$ cat config.mk
export PLATFORM = sky130hd
export DESIGN_NAME = controle_turnos_flat
export DESIGN_NICKNAME = d
export VERILOG_FILES = /design/src/rtl/batalha_pkg.sv /design/src/rtl/controle_turnos_if.sv /design/src/rtl/contador_pecas.sv /design/src/rtl/controle_turnos.sv /design/src/flat_wrapper.sv
export SDC_FILE = /design/constraint.sdc
export NUM_CORES = 1
export LEC_CHECK = 0
export CORE_MARGIN = 3
export CORE_UTILIZATION = 35
export CTS_CLUSTER_DIAMETER = 100
export CTS_CLUSTER_SIZE = 14
export DETAILED_ROUTE_END_ITERATION = 8
export PLACE_DENSITY = 0.71
export SLEW_MARGIN = 40
export SYNTH_ARGS = -nofsm -noshare
export SYNTH_HDL_FRONTEND = slang
export SYNTH_SLANG_ARGS = --single-unit
$ cat constraint.sdc
create_clock -name clk -period 1.81 [get_ports clk]
set_input_delay 0.362 -clock clk [delete_from_list [all_inputs] [get_ports clk]]
set_output_delay 0.362 -clock clk [all_outputs]
set_load 0.005 [all_outputs]
$ cat src/rtl/batalha_pkg.sv
// Shared types and constants for the battleship turn scheduler.
package batalha_pkg;
    localparam int COORD_W = 4;
    typedef logic [COORD_W-1:0] coord_t;

    typedef enum logic [2:0] {
        S_IDLE,
        S_TURNO,
        S_CPU_ESPERA,
        S_CPU_Y,
        S_CONSULTA,
        S_ATUALIZA,
        S_FIM
    } estado_t;

    localparam logic P1 = 1'b0;
    localparam logic P2 = 1'b1;

    localparam logic [1:0] VENC_NENHUM = 2'b00;
    localparam logic [1:0] VENC_P1     = 2'b01;
    localparam logic [1:0] VENC_P2     = 2'b10;

    function automatic logic [1:0] cod_vencedor(input logic j);
        return (j == P2) ? VENC_P2 : VENC_P1;
    endfunction
endpackage

$ cat src/rtl/controle_turnos_if.sv
// Shot-entry and board-lookup handshakes seen by the turn scheduler.
interface controle_turnos_if;
    import batalha_pkg::*;

    logic   enable;
    logic   ready;
    coord_t coord_tiroX;
    coord_t coord_tiroY;
    logic   tiro_valid;
    coord_t tiro_x;
    coord_t tiro_y;
    logic   resp_valid;
    logic   acertou_tiro;

    modport master (
        output enable, tiro_valid, tiro_x, tiro_y,
        input  ready, coord_tiroX, coord_tiroY, resp_valid, acertou_tiro
    );
    modport slave (
        input  enable, tiro_valid, tiro_x, tiro_y,
        output ready, coord_tiroX, coord_tiroY, resp_valid, acertou_tiro
    );
endinterface

$ cat src/rtl/contador_pecas.sv
// Loadable 4-bit saturating down-counter of a player's remaining pieces.
module contador_pecas #(
    parameter logic [3:0] N_PECAS = 4'd11
) (
    input  logic       clk,
    input  logic       reset,
    input  logic       load,
    input  logic       dec,
    output logic [3:0] qtd,
    output logic       zero
);
    logic [3:0] qtd_q, qtd_d;

    always_comb begin
        qtd_d = qtd_q;
        if (load)
            qtd_d = N_PECAS;
        else if (dec && qtd_q != 4'd0)
            qtd_d = qtd_q - 4'd1;
    end

    always_ff @(posedge clk or negedge reset) begin
        if (!reset) qtd_q <= N_PECAS;
        else        qtd_q <= qtd_d;
    end

    assign qtd  = qtd_q;
    assign zero = (qtd_q == 4'd0);
endmodule

$ cat src/rtl/controle_turnos.sv
// Turn scheduler: routes human/CPU shots to the board lookup, tracks pieces, declares the winner.
module controle_turnos
    import batalha_pkg::*;
#(
    parameter int N_PECAS    = 11,
    parameter int CPU_ESPERA = 4,
    parameter bit TIRO_EXTRA = 1'b1
) (
    input  logic                clk,
    input  logic                reset,
    input  logic                start,
    input  logic                mode,
    input  coord_t              posicao_rnd,
    controle_turnos_if.master   bus,
    output logic                jogador,
    output logic [3:0]          qtd_P1,
    output logic [3:0]          qtd_P2,
    output logic                fim_jogo,
    output logic [1:0]          vencedor,
    output logic [7:0]          LEDG,
    output logic [7:0]          LEDR
);
    localparam logic [7:0] ESPERA_INI = 8'(CPU_ESPERA - 1);

    estado_t    state_q, state_d;
    logic       jogador_q, jogador_d;
    logic       mode_r_q, mode_r_d;
    logic       hit_q, hit_d;
    coord_t     tiro_x_q, tiro_x_d;
    coord_t     tiro_y_q, tiro_y_d;
    logic [7:0] espera_q, espera_d;
    logic [7:0] ledg_q, ledg_d;
    logic [7:0] ledr_q, ledr_d;

    logic carrega, dec_p1, dec_p2, zero_p1, zero_p2;
    logic vez_cpu, acaba;

    assign vez_cpu = (jogador_q == P2) && !mode_r_q;
    assign dec_p1  = (state_q == S_ATUALIZA) && hit_q && (jogador_q == P2);
    assign dec_p2  = (state_q == S_ATUALIZA) && hit_q && (jogador_q == P1);
    // Decide end of game on the pre-decrement count, so FIM follows ATUALIZA directly.
    assign acaba   = hit_q && ((jogador_q == P1) ? (zero_p2 || qtd_P2 == 4'd1)
                                                 : (zero_p1 || qtd_P1 == 4'd1));

    contador_pecas #(.N_PECAS(4'(N_PECAS))) u_pecas_p1 (
        .clk(clk), .reset(reset), .load(carrega), .dec(dec_p1), .qtd(qtd_P1), .zero(zero_p1)
    );
    contador_pecas #(.N_PECAS(4'(N_PECAS))) u_pecas_p2 (
        .clk(clk), .reset(reset), .load(carrega), .dec(dec_p2), .qtd(qtd_P2), .zero(zero_p2)
    );

    always_ff @(posedge clk or negedge reset) begin
        if (!reset) begin
            state_q   <= S_IDLE;
            jogador_q <= P1;
            mode_r_q  <= 1'b0;
            hit_q     <= 1'b0;
            tiro_x_q  <= '0;
            tiro_y_q  <= '0;
            espera_q  <= '0;
            ledg_q    <= '0;
            ledr_q    <= '0;
        end else begin
            state_q   <= state_d;
            jogador_q <= jogador_d;
            mode_r_q  <= mode_r_d;
            hit_q     <= hit_d;
            tiro_x_q  <= tiro_x_d;
            tiro_y_q  <= tiro_y_d;
            espera_q  <= espera_d;
            ledg_q    <= ledg_d;
            ledr_q    <= ledr_d;
        end
    end

    always_comb begin
        state_d   = state_q;
        jogador_d = jogador_q;
        mode_r_d  = mode_r_q;
        hit_d     = hit_q;
        tiro_x_d  = tiro_x_q;
        tiro_y_d  = tiro_y_q;
        espera_d  = espera_q;
        carrega   = 1'b0;
        case (state_q)
            S_IDLE, S_FIM: begin
                if (start) begin
                    mode_r_d  = mode;
                    jogador_d = P1;
                    carrega   = 1'b1;
                    state_d   = S_TURNO;
                end
            end
            S_TURNO: begin
                if (vez_cpu) begin
                    espera_d = ESPERA_INI;
                    state_d  = S_CPU_ESPERA;
                end else if (bus.ready) begin
                    tiro_x_d = bus.coord_tiroX;
                    tiro_y_d = bus.coord_tiroY;
                    state_d  = S_CONSULTA;
                end
            end
            S_CPU_ESPERA: begin
                if (espera_q == 8'd0) begin
                    tiro_x_d = posicao_rnd;
                    state_d  = S_CPU_Y;
                end else begin
                    espera_d = espera_q - 8'd1;
                end
            end
            S_CPU_Y: begin
                tiro_y_d = posicao_rnd;
                state_d  = S_CONSULTA;
            end
            S_CONSULTA: begin
                if (bus.resp_valid) begin
                    hit_d   = bus.acertou_tiro;
                    state_d = S_ATUALIZA;
                end
            end
            S_ATUALIZA: begin
                if (acaba)
                    state_d = S_FIM;
                else if (hit_q && TIRO_EXTRA)
                    state_d = S_TURNO;
                else begin
                    jogador_d = ~jogador_q;
                    state_d   = S_TURNO;
                end
            end
            default: state_d = S_IDLE;
        endcase
        // LEDs follow the next player so they switch on the same edge as jogador.
        ledg_d = (state_d != S_IDLE && jogador_d == P1) ? 8'hFF : 8'h00;
        ledr_d = (state_d != S_IDLE && jogador_d == P2) ? 8'hFF : 8'h00;
    end

    always_comb begin
        bus.enable     = (state_q == S_TURNO) && !vez_cpu;
        bus.tiro_valid = (state_q == S_CONSULTA);
        bus.tiro_x     = tiro_x_q;
        bus.tiro_y     = tiro_y_q;
        fim_jogo       = (state_q == S_FIM);
        vencedor       = (state_q == S_FIM) ? cod_vencedor(jogador_q) : VENC_NENHUM;
        jogador        = jogador_q;
        LEDG           = ledg_q;
        LEDR           = ledr_q;
    end
endmodule

$ cat src/flat_wrapper.sv
// flat-port wrapper written by rule: the top's interface ports become plain ports
module controle_turnos_flat import batalha_pkg::*;
#(
    parameter int N_PECAS    = 11,
    parameter int CPU_ESPERA = 4,
    parameter bit TIRO_EXTRA = 1'b1
)
  (clk, reset, start, mode, posicao_rnd, jogador, qtd_P1, qtd_P2, fim_jogo, vencedor, LEDG, LEDR, bus_enable, bus_tiro_valid, bus_tiro_x, bus_tiro_y, bus_ready, bus_coord_tiroX, bus_coord_tiroY, bus_resp_valid, bus_acertou_tiro);
  controle_turnos_if bus_i ();
  input  logic clk;
  input  logic reset;
  input  logic start;
  input  logic mode;
  input  coord_t posicao_rnd;
  output logic jogador;
  output logic [3:0] qtd_P1;
  output logic [3:0] qtd_P2;
  output logic fim_jogo;
  output logic [1:0] vencedor;
  output logic [7:0] LEDG;
  output logic [7:0] LEDR;
  output wire logic [$bits(bus_i.enable)-1:0] bus_enable;
  output wire logic [$bits(bus_i.tiro_valid)-1:0] bus_tiro_valid;
  output wire logic [$bits(bus_i.tiro_x)-1:0] bus_tiro_x;
  output wire logic [$bits(bus_i.tiro_y)-1:0] bus_tiro_y;
  input wire logic [$bits(bus_i.ready)-1:0] bus_ready;
  input wire logic [$bits(bus_i.coord_tiroX)-1:0] bus_coord_tiroX;
  input wire logic [$bits(bus_i.coord_tiroY)-1:0] bus_coord_tiroY;
  input wire logic [$bits(bus_i.resp_valid)-1:0] bus_resp_valid;
  input wire logic [$bits(bus_i.acertou_tiro)-1:0] bus_acertou_tiro;
  assign bus_enable = bus_i.enable;
  assign bus_tiro_valid = bus_i.tiro_valid;
  assign bus_tiro_x = bus_i.tiro_x;
  assign bus_tiro_y = bus_i.tiro_y;
  assign bus_i.ready = bus_ready;
  assign bus_i.coord_tiroX = bus_coord_tiroX;
  assign bus_i.coord_tiroY = bus_coord_tiroY;
  assign bus_i.resp_valid = bus_resp_valid;
  assign bus_i.acertou_tiro = bus_acertou_tiro;
  controle_turnos #(.N_PECAS(N_PECAS), .CPU_ESPERA(CPU_ESPERA), .TIRO_EXTRA(TIRO_EXTRA)) u_core (.clk(clk), .reset(reset), .start(start), .mode(mode), .posicao_rnd(posicao_rnd), .bus(bus_i), .jogador(jogador), .qtd_P1(qtd_P1), .qtd_P2(qtd_P2), .fim_jogo(fim_jogo), .vencedor(vencedor), .LEDG(LEDG), .LEDR(LEDR));
endmodule
==> summary.txt, run 1 <==
top fanout value on the critical path = 4
TritonCTS clock tree = done
mean post-synth cell area = 10.0 um^2
leakage power = 1.41 nW
Gate Count Post-Synth = 200
power per cell area = 1540 mW/mm^2
post-detail-place hpwl = 3590 um
number of enable-type register cells in the synthesized netlist = 0
core utilization of the finished layout = 0.596
final clock skew = 0.00458 ns
clock edge transition at the registers on the reported setup and hold paths = 0.07 ns
average wire length per cell after detail routing = 13.9 um
combinational share of power = 0.618
synthesized flop and latch total = 32
Row Count = 26
total nets after synthesis = 224
highest attainable clock frequency = 0.543 GHz
Starting Density = 0.378
number of antenna repair diodes = 0
die area = 0.00666 mm^2
Layout area overhead = 57.9%
count of pins over their slew limit = 0
count of vias placed by the detailed router = 1794
share of layout cells above drive strength 1 = 0.399
Final Hold Vio Count = 0
Fill cells = 451
violated checks = setup timing
endpoint kind of the worst setup timing path = flop
highest ir drop seen on vdd = 0.000742 V
post-route clock period utilization = 1.02
multi-input logic area = 0.00116 mm^2
residual antenna-violating net count after detailed routing = 0
Die Height = 81.6 um
sequential share of power = 0.267
vias in the first global route = 1744
run status = complete, but fails checks
count of nets after finishing = 314
H-tree Lvls = 2
clock root buffer master = clkbuf_8
clock network latency to the later pin of the worst-skew pair = 0.28 ns
overall routed net length = 5020 um
CTS sink count = 32
per-cell via count in the routed design = 4.97
part of the power in the clock network = 0.115
area fraction of the dominant cell type after synthesis = 0.325
First DRT Iteration DRCs = 45
final setup fails = 4
fraction of power spent switching nets = 0.356
type of the setup path with the least slack = flop to flop
maximum number of pins on one net before global-route repair = 33
Hold Path Class = primary input to async pin
most frequent cells in the layout = 48 x clkdlybuf4s50_1, 41 x buf_4, 23 x dfrtp_1
main area contributors after synthesis = dfrtp_1 33%, mux2_2 9.6%, dfstp_2 7.9%, buf_4 5.6%, ha_1 3.1%
sequential-to-total area share from yosys stat = 0.404
RSZ-0062 raised after global routing = yes
fraction of synthesis flops using an asynchronous set or reset pin = 1.00
crit path time final = 1.84 ns
internal power = 3.13 mW
Yosys top cell by area = dfrtp_1
most common library cell in the layout ignoring fill and taps = clkdlybuf4s50_1
slew at the pin with the worst max-slew slack = 0.456 ns
area inside the core boundary = 0.00530 mm^2
die boundary width = 81.6 um
gp weighted congestion = 0.851
number of iterations in the first detailed-routing pass = 4
# port buffers = 56
Synth Warn # = 0
total gr overflow = 0
max_slew headroom = 0.696
data required time at the worst endpoint = 1.98 ns
slack of the critical path = -0.0305 ns
Total GRT Usage = 0.158
max capacitance violation total = 0
count of cell types in the netlist = 48
largest buffer count on any clock path = 2
Storage cell area = 812 um^2
summed instance area of the synthesized netlist = 0.00200 mm^2
Total Negative Setup Slacks = -0.117 ns
global-route wire length before repair = 8130 um
ports placed on the boundary = 57
Arr. time, crit path = 2.01 ns
DRC viols = 0
type of element launching the critical path = flop
total CTS buffers = 5
initial antenna violation count = 0
leading register cell type out of synthesis = dfrtp_1
net switching component of the power = 1.73 mW
[power by group through the flow]
stage	registers (mW)	logic, mW	clock network (mW)
2_1_floorplan	1.27	1.31	0
3_3_place_gp	1.27	2.42	0
3_5_place_dp	1.27	2.47	0
4_1_cts	1.27	2.63	0.593
5_1_grt	1.35	3.27	0.635
6_report	1.30	3.00	0.561
[state kept, by name, summed over array words and instances, names as in the netlist]
name	count
u_core.LEDG	1
u_core.mode_r_q	1
u_core.espera_q	8
u_core.state_q	3
u_core.u_pecas_p1.qtd	4
u_core.hit_q	1
u_core.LEDR	1
u_core.bus.tiro_y	4
u_core.u_pecas_p2.qtd	4
u_core.jogador	1
u_core.bus.tiro_x	4
[synthesized netlist by cell type, types with 3 or more instances]
library cell  number
nand2_1           12
o211ai_1           3
nor3_1             7
ha_1               5
buf_2              5
inv_1             10
nor2b_1            6
nor2_1            13
mux2i_1            4
dfrtp_1           26
o21ai_0            9
or3_1              4
mux2_2            17
and3_1             3
nand2b_1           5
a21oi_1           10
buf_4             15
dfstp_2            6
[cells by family after synthesis]
group,count (synthesis),synth area share
buffers and inverters,32,0.0913
multiplexers,21,0.116
adder cells (fa/ha/maj),5,0.0313
flip-flops,32,0.404
AO/OA/AOI/OAI,38,0.140
AND/OR/NAND/NOR,68,0.201
XOR/XNOR,4,0.0175
[per-layer routing]
metal / wire, um / vias to the layer above / GRT usage
li1: - / 876 / -
met1: 2290 / 855 / 0.203
met2: 2330 / 57 / 0.252
met3: 325 / 6 / 0.0450
met4: 76 / 0 / 0.0615
met5: 0 / - / 0
[repair_timing]
item,in CTS,in global routing
hold buffers,0,0
setup buffers,5,7
setup endpoints to repair,13,25
gates resized for setup,21,37
pin swaps,4,12
cloned,0,0
[metrics by stage]
| step | std cells | power, mW | setup WS (ns) | hold WS, ns | instance area (um^2) |
|---|---|---|---|---|---|
| finish | 361 | 4.86 | -0.0305 | 0.486 | 3160 |
| global route | 361 | 5.25 | -0.0943 | 0.509 | 3160 |
| CTS | 355 | 4.50 | -0.0687 | 0.489 | 2970 |
| detailed placement | 342 | 3.75 | -0.0903 | 0.494 | 2800 |
| global placement | 342 | 3.69 | -0.0409 | 0.498 | 2800 |
| floorplan | 200 | 2.58 | 0.00953 | 0.0664 | 2010 |
[worst paths after layout]
check                                     start                        to  slack [ns]  cells past startpoint
max in group asynchronous                 reset  u_core.u_pecas_p2.qtd[1]        0.99                      2
hold reg to reg            u_core.bus.tiro_y[1]      u_core.bus.tiro_y[1]        0.51                      1
setup reg to reg             u_core.espera_q[0]      u_core.bus.tiro_x[0]       -0.03                      6
hold / removal                            reset        u_core.espera_q[4]        0.49                      2
min in group clk           u_core.bus.tiro_y[1]      u_core.bus.tiro_y[1]        0.51                      1
setup / recovery             u_core.espera_q[0]      u_core.bus.tiro_x[0]       -0.03                      6
[critical path, stage by stage (launching register included)]
cell,delay (ns)
dfrtp_1,0.39
inv_2,0.08
ha_4,0.13
or3b_4,0.39
nor3_4,0.28
a21o_4,0.16
mux2_4,0.30
[layout make-up]
type / count / share of cell area
sequential: 32 / 0.257
inverter: 10 / 0.0119
multi-input combinational: 136 / 0.367
timing repair buffer: 105 / 0.307
tap: 70 / 0.0277
clock inverter: 2 / 0.00317
clock buffer: 6 / 0.0261
Power figures use the tool's default switching activity.
==> run 2: changes to the inputs <==
CORE_UTILIZATION = 40   (was 35)
PLACE_DENSITY = 0.79   (was 0.71)
==> run 2 against run 1 <==
Critical path depth is the same. Non-clock buffer count shrank 2. Register-to-register slack is essentially flat. Sequential power is essentially flat. Core utilization grew 4.9 points. Cell count shrank 1.4%. Combinational power shrank 4%. Cell area shrank 2.3%. Clock skew grew 0.0065 ns. The flow still finishes with violations (setup timing). Wire length grew 1.7%.
==> summary.txt, run 2 (synthesized netlist as in run 1, its figures left out) <==
share of layout cells above drive strength 1 = 0.388 (-0.0111)
H-tree Lvls = 2 (unchanged)
vias in the first global route = 1756 (+0.69%)
number of antenna repair diodes = 0 (unchanged)
DRC viols = 0 (unchanged)
type of the setup path with the least slack = flop to flop
ports placed on the boundary = 57 (unchanged)
area inside the core boundary = 0.00479 mm^2 (-9.7%)
post-detail-place hpwl = 3540 um (-1.3%)
die area = 0.00589 mm^2 (-12%)
count of vias placed by the detailed router = 1826 (+1.8%)
leakage power = 1.37 nW (-2.8%)
multi-input logic area = 0.00114 mm^2 (-1.8%)
max incr delay on CP = 0.40 ns (about the same)
Storage cell area = 810 um^2 (-0.31%)
Hold Path Class = primary input to async pin
most common library cell in the layout ignoring fill and taps = clkdlybuf4s50_1
endpoint kind of the worst setup timing path = flop
most frequent cells in the layout = 49 x clkdlybuf4s50_1, 41 x buf_4, 25 x dfrtp_1
fin area = 0.00309 mm^2 (-2.3%)
slew at the pin with the worst max-slew slack = 0.419 ns (-0.0371 ns)
largest buffer count on any clock path = 2 (unchanged)
standard cell with the maximum stage delay on the critical path = dfrtp_1
Row Count = 25 (-3.8%)
# port buffers = 56 (unchanged)
CP Cell Sequence = inv_2 > ha_4 > or3b_4 > nor3_4 > a21o_4 > mux2_4
cell count after placement = 334 (-2.3%)
post-route clock period utilization = 1.01 (-0.00435)
global-route wire length before repair = 8250 um (+1.5%)
run status = complete, but fails checks
final clock skew = 0.0111 ns (+0.00653 ns)
crit path time final = 1.83 ns (-0.00787 ns)
overall routed net length = 5110 um (+1.7%)
max capacitance violation total = 0 (unchanged)
Arr. time, crit path = 2.01 ns (about the same)
cell area reported after detailed placement = 0.00275 mm^2 (-1.5%)
Post-CTS Hold Buffers = 0 (unchanged)
type of element launching the critical path = flop
per-cell via count in the routed design = 5.13 (+3.2%)
clock root buffer master = clkbuf_8
Largest register FFs = 8 (unchanged)
Final Hold Vio Count = 0 (unchanged)
Die Height = 76.7 um (-6.0%)
violated checks = setup timing
maximum number of pins on one net before global-route repair = 33 (unchanged)
First DRT Iteration DRCs = 106 (+140%)
Starting Density = 0.418 (+0.0408)
CTS sink count = 32 (unchanged)
gp weighted congestion = 0.832 (-2.3%)
RSZ-0062 raised after global routing = yes
number of iterations in the first detailed-routing pass = 4 (unchanged)
final total power = 4.75 mW (-2.3%)
count of pins over their slew limit = 0 (unchanged)
Layout area overhead = 54.3%
die boundary width = 76.7 um (-6.0%)
total CTS buffers = 5 (unchanged)
data required time at the worst endpoint = 1.99 ns (about the same)
total gr overflow = 0 (unchanged)
highest attainable clock frequency = 0.546 GHz (+0.43%)
final setup fails = 4 (unchanged)
max_slew headroom = 0.721 (+0.0247)
Fill cells = 366 (-19%)
clock network latency to the later pin of the worst-skew pair = 0.30 ns (+0.02 ns)
residual antenna-violating net count after detailed routing = 0 (unchanged)
minimum setup slack after placement = -0.0637 ns (+0.0266 ns)
initial antenna violation count = 0 (unchanged)
clock edge transition at the registers on the reported setup and hold paths = 0.07 ns (about the same)
TritonCTS clock tree = done
slack of the critical path = -0.0226 ns (+0.00787 ns)
highest ir drop seen on vdd = 0.000793 V (+6.8%)
average wire length per cell after detail routing = 14.4 um (+3.2%)
Total GRT Usage = 0.175 (+0.0168)
count of nets after finishing = 312 (-0.64%)
post-route insts no fill = 356 (-1.4%)
top fanout value on the critical path = 4 (unchanged)
register ranked first by flip-flop count = u_core.espera_q
power per cell area = 1540 mW/mm^2 (about the same)
## run 2: power by group
part           internal, mW  switching [mW]  leakage (nW)
Combinational          1.68            1.19         0.936
Sequential             1.03           0.249         0.386
Clock                 0.309           0.284        0.0445
## run 2: layout make-up
cell class / instances / area share
sequential: 32 / 0.262
clock inverter: 1 / 0.00243
timing repair buffer: 103 / 0.299
multi-input combinational: 136 / 0.369
tap: 67 / 0.0271
inverter: 10 / 0.0122
clock buffer: 7 / 0.0279
## run 2: final timing paths
check | from | endpoint | slack (ns) | depth (start not counted)
max | u_core.espera_q[0] | u_core.bus.tiro_x[3] | -0.02 | 6
min | reset | u_core.u_pecas_p2.qtd[2] | 0.46 | 2
max reg2reg | u_core.espera_q[0] | u_core.bus.tiro_x[3] | -0.02 | 6
min reg2reg | u_core.bus.tiro_x[1] | u_core.bus.tiro_x[1] | 0.52 | 1
max in group asynchronous | reset | u_core.u_pecas_p1.qtd[3] | 1.01 | 2
min in group clk | u_core.bus.tiro_x[1] | u_core.bus.tiro_x[1] | 0.52 | 1
## run 2: stage by stage
step	setup TNS, ns	hold slack [ns]	utilization
2_1_floorplan	0	0.0664	-
3_3_place_gp	0	0.491	0.575
3_5_place_dp	-0.209	0.496	0.575
4_1_cts	-0.0445	0.474	0.614
5_1_grt	-0.642	0.495	0.645
6_report	-0.0740	0.456	0.645
## run 2: critical path, delay by kind of cell, from the launching register on
family | cells | cell delay (ns)
simple gates | 2 | 0.66
compound gates | 1 | 0.16
fa+ha+maj | 1 | 0.13
flops | 1 | 0.40
buf+inv | 1 | 0.08
mux | 1 | 0.30
## run 2: timing repair
item | 4_1_cts | 5_1_grt
pin swaps | 4 | 8
setup endpoints to repair | 11 | 23
gates cloned | 0 | 0
resized for setup | 20 | 33
buffers inserted | 7 | 7
## run 2: metal layers
layer	up-vias	global-route usage	wire length, um
met5	-	0	0
met4	0	0.0851	121
met3	12	0.0469	325
met2	67	0.274	2360
met1	873	0.223	2310
li1	874	-	-
==> run 3: changes to the inputs <==
CAP_MARGIN = 10   (was unset)
REMOVE_ABC_BUFFERS = 1   (was unset)
==> run 3 against run 2 <==
The flow still finishes with violations (setup timing). Setup slack worse by 0.013 ns. First-iteration DRC count grew 14%. Critical endpoint is now u_core.espera_q[2]. Clock skew shrank 0.0074 ns. Sequential power about the same. Cell count grew 0.28%.
==> summary.txt, run 3 (synthesized netlist as in run 1, its figures left out) <==
internal power = 3.17 mW (+4.8%)
type of element launching the critical path = flop
highest ir drop seen on vdd = 0.000983 V (+24%)
gp weighted congestion = 0.815 (-2.0%)
sequential share of power = 0.259 (-0.011)
largest delay contributor family on the critical path = simple AND/OR/NAND/NOR gates
Starting Density = 0.418 (unchanged)
largest buffer count on any clock path = 2 (unchanged)
die area = 0.00589 mm^2 (unchanged)
number of antenna repair diodes = 0 (unchanged)
Fill cells = 348 (-4.9%)
CP Cell Sequence = buf_6 > buf_6 > or3b_4 > nor3_4 > buf_6 > nor4b_2 > mux2_2
initial antenna violation count = 0 (unchanged)
Storage cell area = 810 um^2 (unchanged)
residual antenna-violating net count after detailed routing = 0 (unchanged)
Hold Path Class = primary input to async pin
top fanout value on the critical path = 3 (-1)
slew at the pin with the worst max-slew slack = 0.429 ns (+0.00994 ns)
combinational share of power = 0.618 (+0.013)
Largest register FFs = 8 (unchanged)
global-route wire length before repair = 8520 um (+3.3%)
max_slew headroom = 0.714 (-0.00715)
Arr. time, crit path = 2.02 ns (about the same)
CTS sink count = 32 (unchanged)
core utilization of the finished layout = 0.661 (+0.0152)
ports placed on the boundary = 57 (unchanged)
part of the power in the clock network = 0.123 (-0.002)
vias in the first global route = 1768 (+0.68%)
minimum setup slack after placement = -0.0876 ns (-0.0238 ns)
count of buffering cells on the critical path with inverters included = 3 (+2)
register ranked first by flip-flop count = u_core.espera_q
Die Height = 76.7 um (unchanged)
average wire length per cell after detail routing = 15.1 um (+5.3%)
crit path time final = 1.85 ns (+0.0127 ns)
final clock skew = 0.00372 ns (-0.00739 ns)
highest attainable clock frequency = 0.542 GHz (-0.69%)
number of iterations in the first detailed-routing pass = 4 (unchanged)
post-route clock period utilization = 1.02 (+0.00704)
Layout area overhead = 57.9%
fraction of power spent switching nets = 0.358 (-0.00498)
Total GRT Usage = 0.180 (+0.00513)
clock edge transition at the registers on the reported setup and hold paths = 0.07 ns (about the same)
post-route insts no fill = 357 (+0.28%)
endpoint kind of the worst setup timing path = flop
CP dominant cell by count = buf_6
final hold slack = 0.488 ns (+0.0315 ns)
DRC viols = 0 (unchanged)
max capacitance violation total = 0 (unchanged)
H-tree Lvls = 2 (unchanged)
clock root buffer master = clkbuf_8
clock network latency to the later pin of the worst-skew pair = 0.28 ns (-0.02 ns)
max incr delay on CP = 0.42 ns (+0.02 ns)
standard cell with the maximum stage delay on the critical path = or3b_4
TritonCTS clock tree = done
most frequent cells in the layout = 49 x clkdlybuf4s50_1, 39 x buf_4, 25 x dfrtp_1
maximum number of pins on one net before global-route repair = 33 (unchanged)
die boundary width = 76.7 um (unchanged)
data required time at the worst endpoint = 1.98 ns (about the same)
leakage power = 1.40 nW (+2.8%)
final setup fails = 6 (+2)
post-detail-place hpwl = 3570 um (+0.69%)
total CTS buffers = 5 (unchanged)
# port buffers = 56 (unchanged)
cell area reported after detailed placement = 0.00277 mm^2 (+0.55%)
multi-input logic area = 0.00117 mm^2 (+2.3%)
share of layout cells above drive strength 1 = 0.393 (+0.00556)
slack of the critical path = -0.0354 ns (-0.0127 ns)
Row Count = 25 (unchanged)
run status = complete, but fails checks
most common library cell in the layout ignoring fill and taps = clkdlybuf4s50_1
violated checks = setup timing
count of pins over their slew limit = 0 (unchanged)
count of vias placed by the detailed router = 1821 (-0.27%)
Final Hold Vio Count = 0 (unchanged)
count of nets after finishing = 313 (+0.32%)
First DRT Iteration DRCs = 121 (+14%)
fin area = 0.00316 mm^2 (+2.3%)
cell count after placement = 335 (+0.30%)
type of the setup path with the least slack = flop to flop
area inside the core boundary = 0.00479 mm^2 (unchanged)
net switching component of the power = 1.77 mW (+2.5%)
total gr overflow = 0 (unchanged)
RSZ-0062 raised after global routing = yes
per-cell via count in the routed design = 5.10 (-0.55%)
overall routed net length = 5390 um (+5.6%)
power per cell area = 1560 mW/mm^2 (+1.6%)
[run 3: path summary, 6_finish.rpt]
kind	cells after the start	from	to	slack, ns
min in group clk	2	u_core.bus.tiro_x[2]	u_core.bus.tiro_x[2]	0.52
max in group asynchronous	2	reset	u_core.u_pecas_p1.qtd[0]	0.99
worst min register to register	2	u_core.bus.tiro_x[2]	u_core.bus.tiro_x[2]	0.52
worst max register to register	7	u_core.state_q[0]	u_core.espera_q[2]	-0.04
worst max-delay path	7	u_core.state_q[0]	u_core.espera_q[2]	-0.04
worst min-delay path	2	reset	u_core.LEDG[6]	0.49
[run 3: worst register-to-register path, cell delays in order (launching register included)]
cell	delay, ns
dfrtp_2	0.41
buf_6	0.12
buf_6	0.11
or3b_4	0.42
nor3_4	0.21
buf_6	0.15
nor4b_2	0.05
mux2_2	0.27
[run 3: metrics by stage]
stage	TNS [ns]	total power [mW]
after global routing	-1.16	5.29
after global placement	-0.154	3.68
after CTS	-0.172	4.59
after floorplan	-1.05	2.36
after detailed placement	-0.527	3.74
final	-0.131	4.94
[run 3: power groups by stage]
stage / registers, mW / clock network, mW / logic (mW)
finish: 1.28 / 0.605 / 3.05
floorplan: 1.38 / 0 / 0.981
global placement: 1.27 / 0 / 2.40
detailed placement: 1.28 / 0 / 2.46
CTS: 1.27 / 0.615 / 2.71
global route: 1.32 / 0.656 / 3.31
[run 3: layout make-up]
type,instances,area share
multi-input combinational,136,0.369
inverter,10,0.0127
timing repair buffer,104,0.304
tap,67,0.0265
clock buffer,8,0.0317
sequential,32,0.256
[run 3: routing by layer]
metal  global-route usage  vias up  part of all wire
met4               0.0507        0             0.014
met2                0.308       53              0.51
li1                     -      881                 -
met5                    0        -                 0
met3               0.0469        8             0.053
met1                0.223      879              0.42
[run 3: repair_timing]
| item | in CTS | in global routing |
|---|---|---|
| buffers inserted | 8 | 6 |
| hold buffers | 0 | 0 |
| resized for setup | 28 | 36 |
| pin swaps | 3 | 12 |
| gates cloned | 0 | 0 |
| endpoints found under the setup margin | 16 | 29 |
